$ cat src/rtl/epc_ctrl.sv
// epc_ctrl: exception/return sequencer feeding get02/getEpc/epcValue to the PC adder.
// Build option: define NESTED_EXC_EN to turn the single EPC into a NEST_DEPTH-entry LIFO.
module epc_ctrl #(
  parameter int               WIDTH      = 16,
  parameter logic [WIDTH-1:0] EPC_RESET  = 16'h0000,
  parameter int               NEST_DEPTH = 2
) (
  input  logic             clk,
  input  logic             rst_n,
  input  logic             inst_valid,
  input  logic             stall,
  input  logic             siic,
  input  logic             rti,
  input  logic [WIDTH-1:0] pc_plus2,
  output logic [WIDTH-1:0] epcValue,
  output logic             get02,
  output logic             getEpc,
  output logic             flush,
  output logic             in_handler,
  output logic             err
);

`ifdef NESTED_EXC_EN
  localparam int DEPTH = NEST_DEPTH;
`else
  localparam int DEPTH = 1;
`endif
  localparam int CW = $clog2(NEST_DEPTH + 1);

  localparam logic [1:0] S_IDLE    = 2'd0;
  localparam logic [1:0] S_VEC     = 2'd1;
  localparam logic [1:0] S_HANDLER = 2'd2;
  localparam logic [1:0] S_RET     = 2'd3;

  logic [1:0]       r_state;
  logic [1:0]       w_state_next;
  logic [CW-1:0]    r_cnt;
  logic [WIDTH-1:0] r_stack [DEPTH];
  logic [WIDTH-1:0] r_epc;
  logic [WIDTH-1:0] w_below;
  logic             r_get02, r_getepc, r_flush, r_in_handler, r_err;
  logic             w_take, w_full, w_last, w_push, w_pop, w_err_next;

  assign w_take = inst_valid & ~stall;
  assign w_full = (int'(r_cnt) >= DEPTH);
  assign w_last = (int'(r_cnt) == 1);

  // Entry that becomes top of stack after a pop; with one or no entries left the
  // visible EPC simply keeps the value just returned to.
  always_comb begin
    w_below = r_epc;
    for (int k = 0; k < DEPTH; k++) begin
      if (k + 2 == int'(r_cnt)) w_below = r_stack[k];
    end
  end

  always_comb begin
    w_state_next = r_state;
    w_push       = 1'b0;
    w_pop        = 1'b0;
    w_err_next   = 1'b0;
    case (r_state)
      S_IDLE: begin
        if (w_take && siic) begin
          w_state_next = S_VEC;
          w_push       = 1'b1;
          w_err_next   = rti;
        end else if (w_take && rti) begin
          w_err_next = 1'b1;
        end
      end
      S_VEC: w_state_next = S_HANDLER;
      S_HANDLER: begin
        // A full stack still vectors, but keeps the existing return address.
        if (w_take && siic) begin
          w_state_next = S_VEC;
          w_push       = ~w_full;
          w_err_next   = rti | w_full;
        end else if (w_take && rti) begin
          w_state_next = S_RET;
        end
      end
      default: begin
        w_pop        = 1'b1;
        w_state_next = w_last ? S_IDLE : S_HANDLER;
      end
    endcase
  end

  always_ff @(posedge clk or negedge rst_n) begin
    if (!rst_n) begin
      r_state      <= S_IDLE;
      r_cnt        <= '0;
      r_epc        <= EPC_RESET;
      r_get02      <= 1'b0;
      r_getepc     <= 1'b0;
      r_flush      <= 1'b0;
      r_in_handler <= 1'b0;
      r_err        <= 1'b0;
      for (int k = 0; k < DEPTH; k++) r_stack[k] <= EPC_RESET;
    end else begin
      r_state      <= w_state_next;
      r_get02      <= (w_state_next == S_VEC);
      r_getepc     <= (w_state_next == S_RET);
      r_flush      <= (w_state_next == S_VEC) || (w_state_next == S_RET);
      r_in_handler <= (w_state_next != S_IDLE);
      r_err        <= w_err_next;
      if (w_push) begin
        for (int k = 0; k < DEPTH; k++) begin
          if (k == int'(r_cnt)) r_stack[k] <= pc_plus2;
        end
        r_cnt <= r_cnt + CW'(1);
        r_epc <= pc_plus2;
      end else if (w_pop) begin
        r_cnt <= r_cnt - CW'(1);
        r_epc <= w_below;
      end
    end
  end

  assign epcValue   = r_epc;
  assign get02      = r_get02;
  assign getEpc     = r_getepc;
  assign flush      = r_flush;
  assign in_handler = r_in_handler;
  assign err        = r_err;

endmodule

$ cat config.mk
export PLATFORM = sky130hd
export DESIGN_NAME = epc_ctrl
export DESIGN_NICKNAME = d
export VERILOG_FILES = /design/src/rtl/epc_ctrl.sv
export SDC_FILE = /design/constraint.sdc
export NUM_CORES = 1
export LEC_CHECK = 0
export CORE_ASPECT_RATIO = 0.9
export CORE_UTILIZATION = 40
export DETAILED_ROUTE_END_ITERATION = 16
export PLACE_DENSITY = 0.63
export SYNTH_ARGS = -nofsm -noshare
export SYNTH_HDL_FRONTEND = slang
export SYNTH_SLANG_ARGS = --single-unit
$ cat constraint.sdc
create_clock -name clk -period 2.4 [get_ports clk]
set_input_delay 0.24 -clock clk [delete_from_list [all_inputs] [get_ports clk]]
set_output_delay 0.24 -clock clk [all_outputs]
set_load 0.005 [all_outputs]
## Yosys cells after proc, flatten, opt, wreduce, memory -nomap -nowiden

Index checks and enable logic that the tools add are counted.

- Register bits: 41
- Input port bits: 22

- Add/subtract/negate cells: 2
- $lt $le $gt $ge: 1
- Equality and inequality tests: 7
- Muxes and demuxes: 17
- Bitwise gates (word level): 4
- Reductions and logical operators: 10

Operators with widths:

| cell | count |
|---|---|
| $mux 16 | 3 |
| $mux 2 | 6 |
| $eq 2x2->1 const B | 3 |
| $pmux 2 s3 | 1 |
| $mux 1 | 5 |
| $eq 2x1->1 const B | 2 |
| $logic_not 2->1 | 2 |
| $pmux 1 s2 | 2 |
| $reduce_and 2->1 | 2 |
| $reduce_bool 2->1 | 2 |
| $reduce_or 3->1 | 1 |
| $add 2x1->2 const B | 1 |
| $eq 2x2->1 const A | 1 |
| $ge 2x1->1 const B | 1 |
| $logic_and 1x1->1 | 2 |
| $ne 2x1->1 const B | 1 |
| $not 1->1 | 2 |
| $sub 2x1->2 const B | 1 |
| $and 1x1->1 | 1 |
| $logic_or 1x1->1 | 1 |
| $or 1x1->1 | 1 |

## Logic depth before layout (Yosys ltp)

- Word-level depth: 8
- Gate-level depth with buffers: 6
- Mapped depth without buffers: 5

## Worst setup path after synthesis

Ideal clock, no wire load.

- Path type: register to register
- From: register r_cnt[0]
- To: register r_epc[1], in the netlist epcValue[1]
- Arrival: 1563 ps
- Path slack: 712 ps
- Stages on the path, launching flop included: 7
- Buffers on the path: 1
- Path through: dfrtp_1 > inv_1 > ha_1 > nand3_4 > buf_2 > mux2_2 > mux2_2

- Cells in the longest elaborated chain, start to end: 6
- Elaborated cells between the ends (all ways): 9
- Classes of those cells: order compare (1); eq/ne (2); mux (3); bitwise (1); reduce/logical (2)

RTL lines:

| what | RTL line | text |
|---|---|---|
| start, declared | 37 | `logic [CW-1:0] r_cnt;` |
| start signal, assigned | 112 | `r_cnt <= r_cnt + CW'(1);` |
| start signal, assigned | 115 | `r_cnt <= r_cnt - CW'(1);` |
| $ge 2x1->1 | 45 | `assign w_full = (int'(r_cnt) >= DEPTH);` |
| $not 1->1 | 77 | `w_push = ~w_full;` |
| $mux 1 | 75 | `if (w_take && siic) begin` |
| $pmux 1 s2 | 62 | `case (r_state)` |
| $ne 2x1->1 (no line) / $reduce_bool 2->1 (equally long branches) | - |  |
| $reduce_and 2->1 (no line) | - |  |
| end signal, assigned | 113 | `r_epc <= pc_plus2;` |
| end signal, assigned | 116 | `r_epc <= w_below;` |
| end, declared | 39 | `logic [WIDTH-1:0] r_epc;` |

Several ways; a longest one is shown, not always the timed one.
A chain may end at the register's enable or synchronous reset.

## Final worst setup path

Same ends and word-level chain as after synthesis.

==> flow_metrics.tcl <==
set metrics [dict create \
    status "complete, no violations" \
    synth-simple-area-share_pct 5.78 \
    areaGrowthSynthToFinish_pct 29.5 \
    core.rowCount 23 \
    cts_max_path_buffers 2 \
    postCtsHoldBufs 0 \
    fmax_mhz 588 \
    drc 0 \
    multi_input_area_sq_um 823 \
    critical_path_class "flop to flop" \
    ff2ff_path_depth 5 \
    synth_top_cell_area_share_pct 53.2 \
    cts_buffers 5 \
    antenna_found_initial 0 \
    vias 1092 \
    synth_seq_cells 40 \
    hold_viol 0 \
    track_usage_pct 15.0 \
    initialDrtViolationCount 23 \
    setup_tns_ns 0 \
    hpwl_um 2190 \
    period_needed_ns 1.70 \
    die_height_um 67.1 \
    period_share_pct 70.9 \
    critPathBufInv 1 \
    top_usage_layer "met2" \
    setup_viol 0 \
    ys_seq_area_share_pct 53.2 \
    worstSkewPairLatency_ns 0.29 \
    synth-xor-area-share_pct 0.465 \
    cts_post_setup_buffers_inserted 0 \
    start_kind "flop" \
    antenna_left 0 \
    synth_top_family_by_area "multiplexers" \
    drive_above_1_share_pct 36.5 \
    cts_root_buffer "clkbuf_8" \
    syn_area_per_cell_sq_um 15.4 \
    regArea_sq_mm 0.00100 \
    synth_compound_area_share_pct 2.19 \
    cts.clk_slew.worst_paths_ns 0.08 \
    rsz0062_at_grt "no" \
    gr-usage-met3_pct 4.54 \
    path_cells "inv_1 -> ha_1 -> nand2b_1 -> nand2_4 -> mux2_2" \
    syn_inst 122 \
    slowest_stage "dfrtp_1" \
    synth_area_leaders "dfrtp_1, mux2_2, mux2_4, ha_1, buf_6" \
    synth.distinct_cells 23 \
    crit_arrival_ns 1.88 \
    cp_top_family "simple AND/OR/NAND/NOR gates" \
    slew_violations 0 \
    drt_first_pass_iters 3 \
    grt_util_met1_pct 19.1 \
    diodes 0 \
    cpPeakStageDelay_ns 0.38 \
    coreArea_sq_mm 0.00449 \
    totalWireLength_um 3250 \
    holdCritPathClass "primary input to async pin" \
    cellLeakagePower_nw 1.13 \
    path_depth 5 \
    cts_tree "yes" \
    ir_worst_vdd_v 0.000509 \
    fillers 392 \
    grt_overflow 0 \
    io_buffer_count 42 \
    power_density_mw_per_mm2 1100 \
    muxShareOfSynthArea_pct 33.3 \
    grt_max_degree 41 \
    whs_ns 0.0659 \
    cts_resized 0 \
    fin_skew_ns 0.00784 \
    grt_pass1_wl_um 5390 \
    met2_usage_pct 23.5 \
    cp.required_ns 2.58 \
    start_util_pct 41.9 \
    cts_htree_levels 2 \
    synth_adder_area_share_pct 1.99 \
    endpoint_kind "flop" \
    wl_per_cell_um 14.2 \
    synth_area_sq_mm 0.00188 \
    gp_congestion 0.725 \
    crit_fanout 17 \
    layout.nets 191 \
    cts_num_sinks 40 \
    io_pins 43 \
    grt_pass1_vias 1110 \
    ys_warn_count 0 \
    worstMarginPinSlew_ns 0.877 \
    drv_cap 0 \
    synth_fp_nets 147 \
    floorplan.die_area_sq_mm 0.00498 \
    vias_per_cell 4.77 \
    fp.dieW_um 74.3 \
    relSlewSlack_pct 41.6 \
    synth_top_cell_by_area "dfrtp_1" \
]
## cell families after synthesis
kind of cell / count (synthesis)
multiplexers: 49
flip-flops: 40
AND/OR/NAND/NOR: 14
buffers and inverters: 8
AO/OA/AOI/OAI: 7
adder cells (fa/ha/maj): 3
XOR/XNOR: 1
## cell usage after synthesis
library cell	count
buf_6	3
a211oi_1	1
nand3_4	1
mux2_2	29
dfrtp_1	40
nor2_1	4
buf_2	1
ha_1	3
a21oi_1	4
and3_1	1
nand2_4	2
mux2_4	20
and4bb_4	1
nor2b_1	1
nand2_1	1
nand2b_1	1
nand3b_1	1
xnor2_1	1
a31oi_1	1
nor3b_1	1
inv_1	3
a22oi_1	1
buf_4	1
## final timing paths
path | start | endpoint | slack [ns]
setup / recovery | r_cnt[0] | epcValue[1] | 0.70
hold / removal | rst_n | r_stack[1] | 0.07
setup reg to reg | r_cnt[0] | epcValue[1] | 0.70
hold reg to reg | r_stack[5] | r_stack[5] | 0.51
max in group asynchronous | rst_n | epcValue[13] | 1.78
min in group clk | r_stack[5] | r_stack[5] | 0.51
## flip-flops by register name, indices dropped and copies added (netlist names)
register,count
r_cnt,2
in_handler,1
err,1
r_state,2
get02,1
r_stack,16
getEpc,1
epcValue,16
## per-layer routing
layer / vias up / share of wire (%)
met1: 532 / 45
met2: 32 / 48
met5: - / 0
met3: 7 / 4.9
met4: 0 / 1.5
li1: 521 / -
## where the power goes
| part | switching (W) | internal [W] |
|---|---|---|
| clock network | 0.000228 | 0.000309 |
| registers | 0.000170 | 0.000973 |
| logic | 0.000279 | 0.000734 |
## through the flow
step | power [W] | cell area, sq um | setup slack [ns] | instances | utilization (%)
6_report | 0.00269 | 2440 | 0.699 | 229 | 54.3
5_1_grt | 0.00288 | 2440 | 0.582 | 229 | 54.3
4_1_cts | 0.00273 | 2440 | 0.673 | 229 | 54.3
3_5_place_dp | 0.00218 | 2330 | 0.618 | 221 | 51.9
3_3_place_gp | 0.00215 | 2330 | 0.639 | 221 | 51.9
2_1_floorplan | 0.00175 | 1880 | 0.712 | 122 | -
## worst reg2reg max path, stage by stage, from the launching register on
cell and delay, ns:
dfrtp_1 0.38, inv_1 0.07, ha_1 0.24, nand2b_1 0.22, nand2_4 0.29, mux2_2 0.38
## final cells by class
type                            instances  area share [%]
Timing Repair Buffer                   42            17.1
Multi-Input combinational cell         74            33.8
Inverter                                3           0.462
Sequential cell                        40            41.1
Tap cell                               62            3.18
Clock inverter                          2            1.44
Clock buffer                            6            2.98
## cells in the final DEF, fill, tap and decap left out
cell,netlist,layout
buf_2,1,1
nand3b_1,1,1
nor3b_1,1,1
xnor2_1,1,1
clkdlybuf4s50_1,0,41
a211oi_1,1,1
a21oi_1,4,4
a22oi_1,1,1
ha_1,3,3
clkbuf_8,0,5
clkinv_2,0,1
clkbuf_1,0,1
mux2_4,20,20
bufinv_16,0,1
nor2b_1,1,1
nand2_4,2,2
nand2b_1,1,1
nand2_1,1,1
inv_1,3,3
dfrtp_1,40,40
nor2_1,4,4
mux2_2,29,29
nand3_4,1,1
a31oi_1,1,1
and3_1,1,1
and4bb_4,1,1
Power figures use the tool's default switching activity.
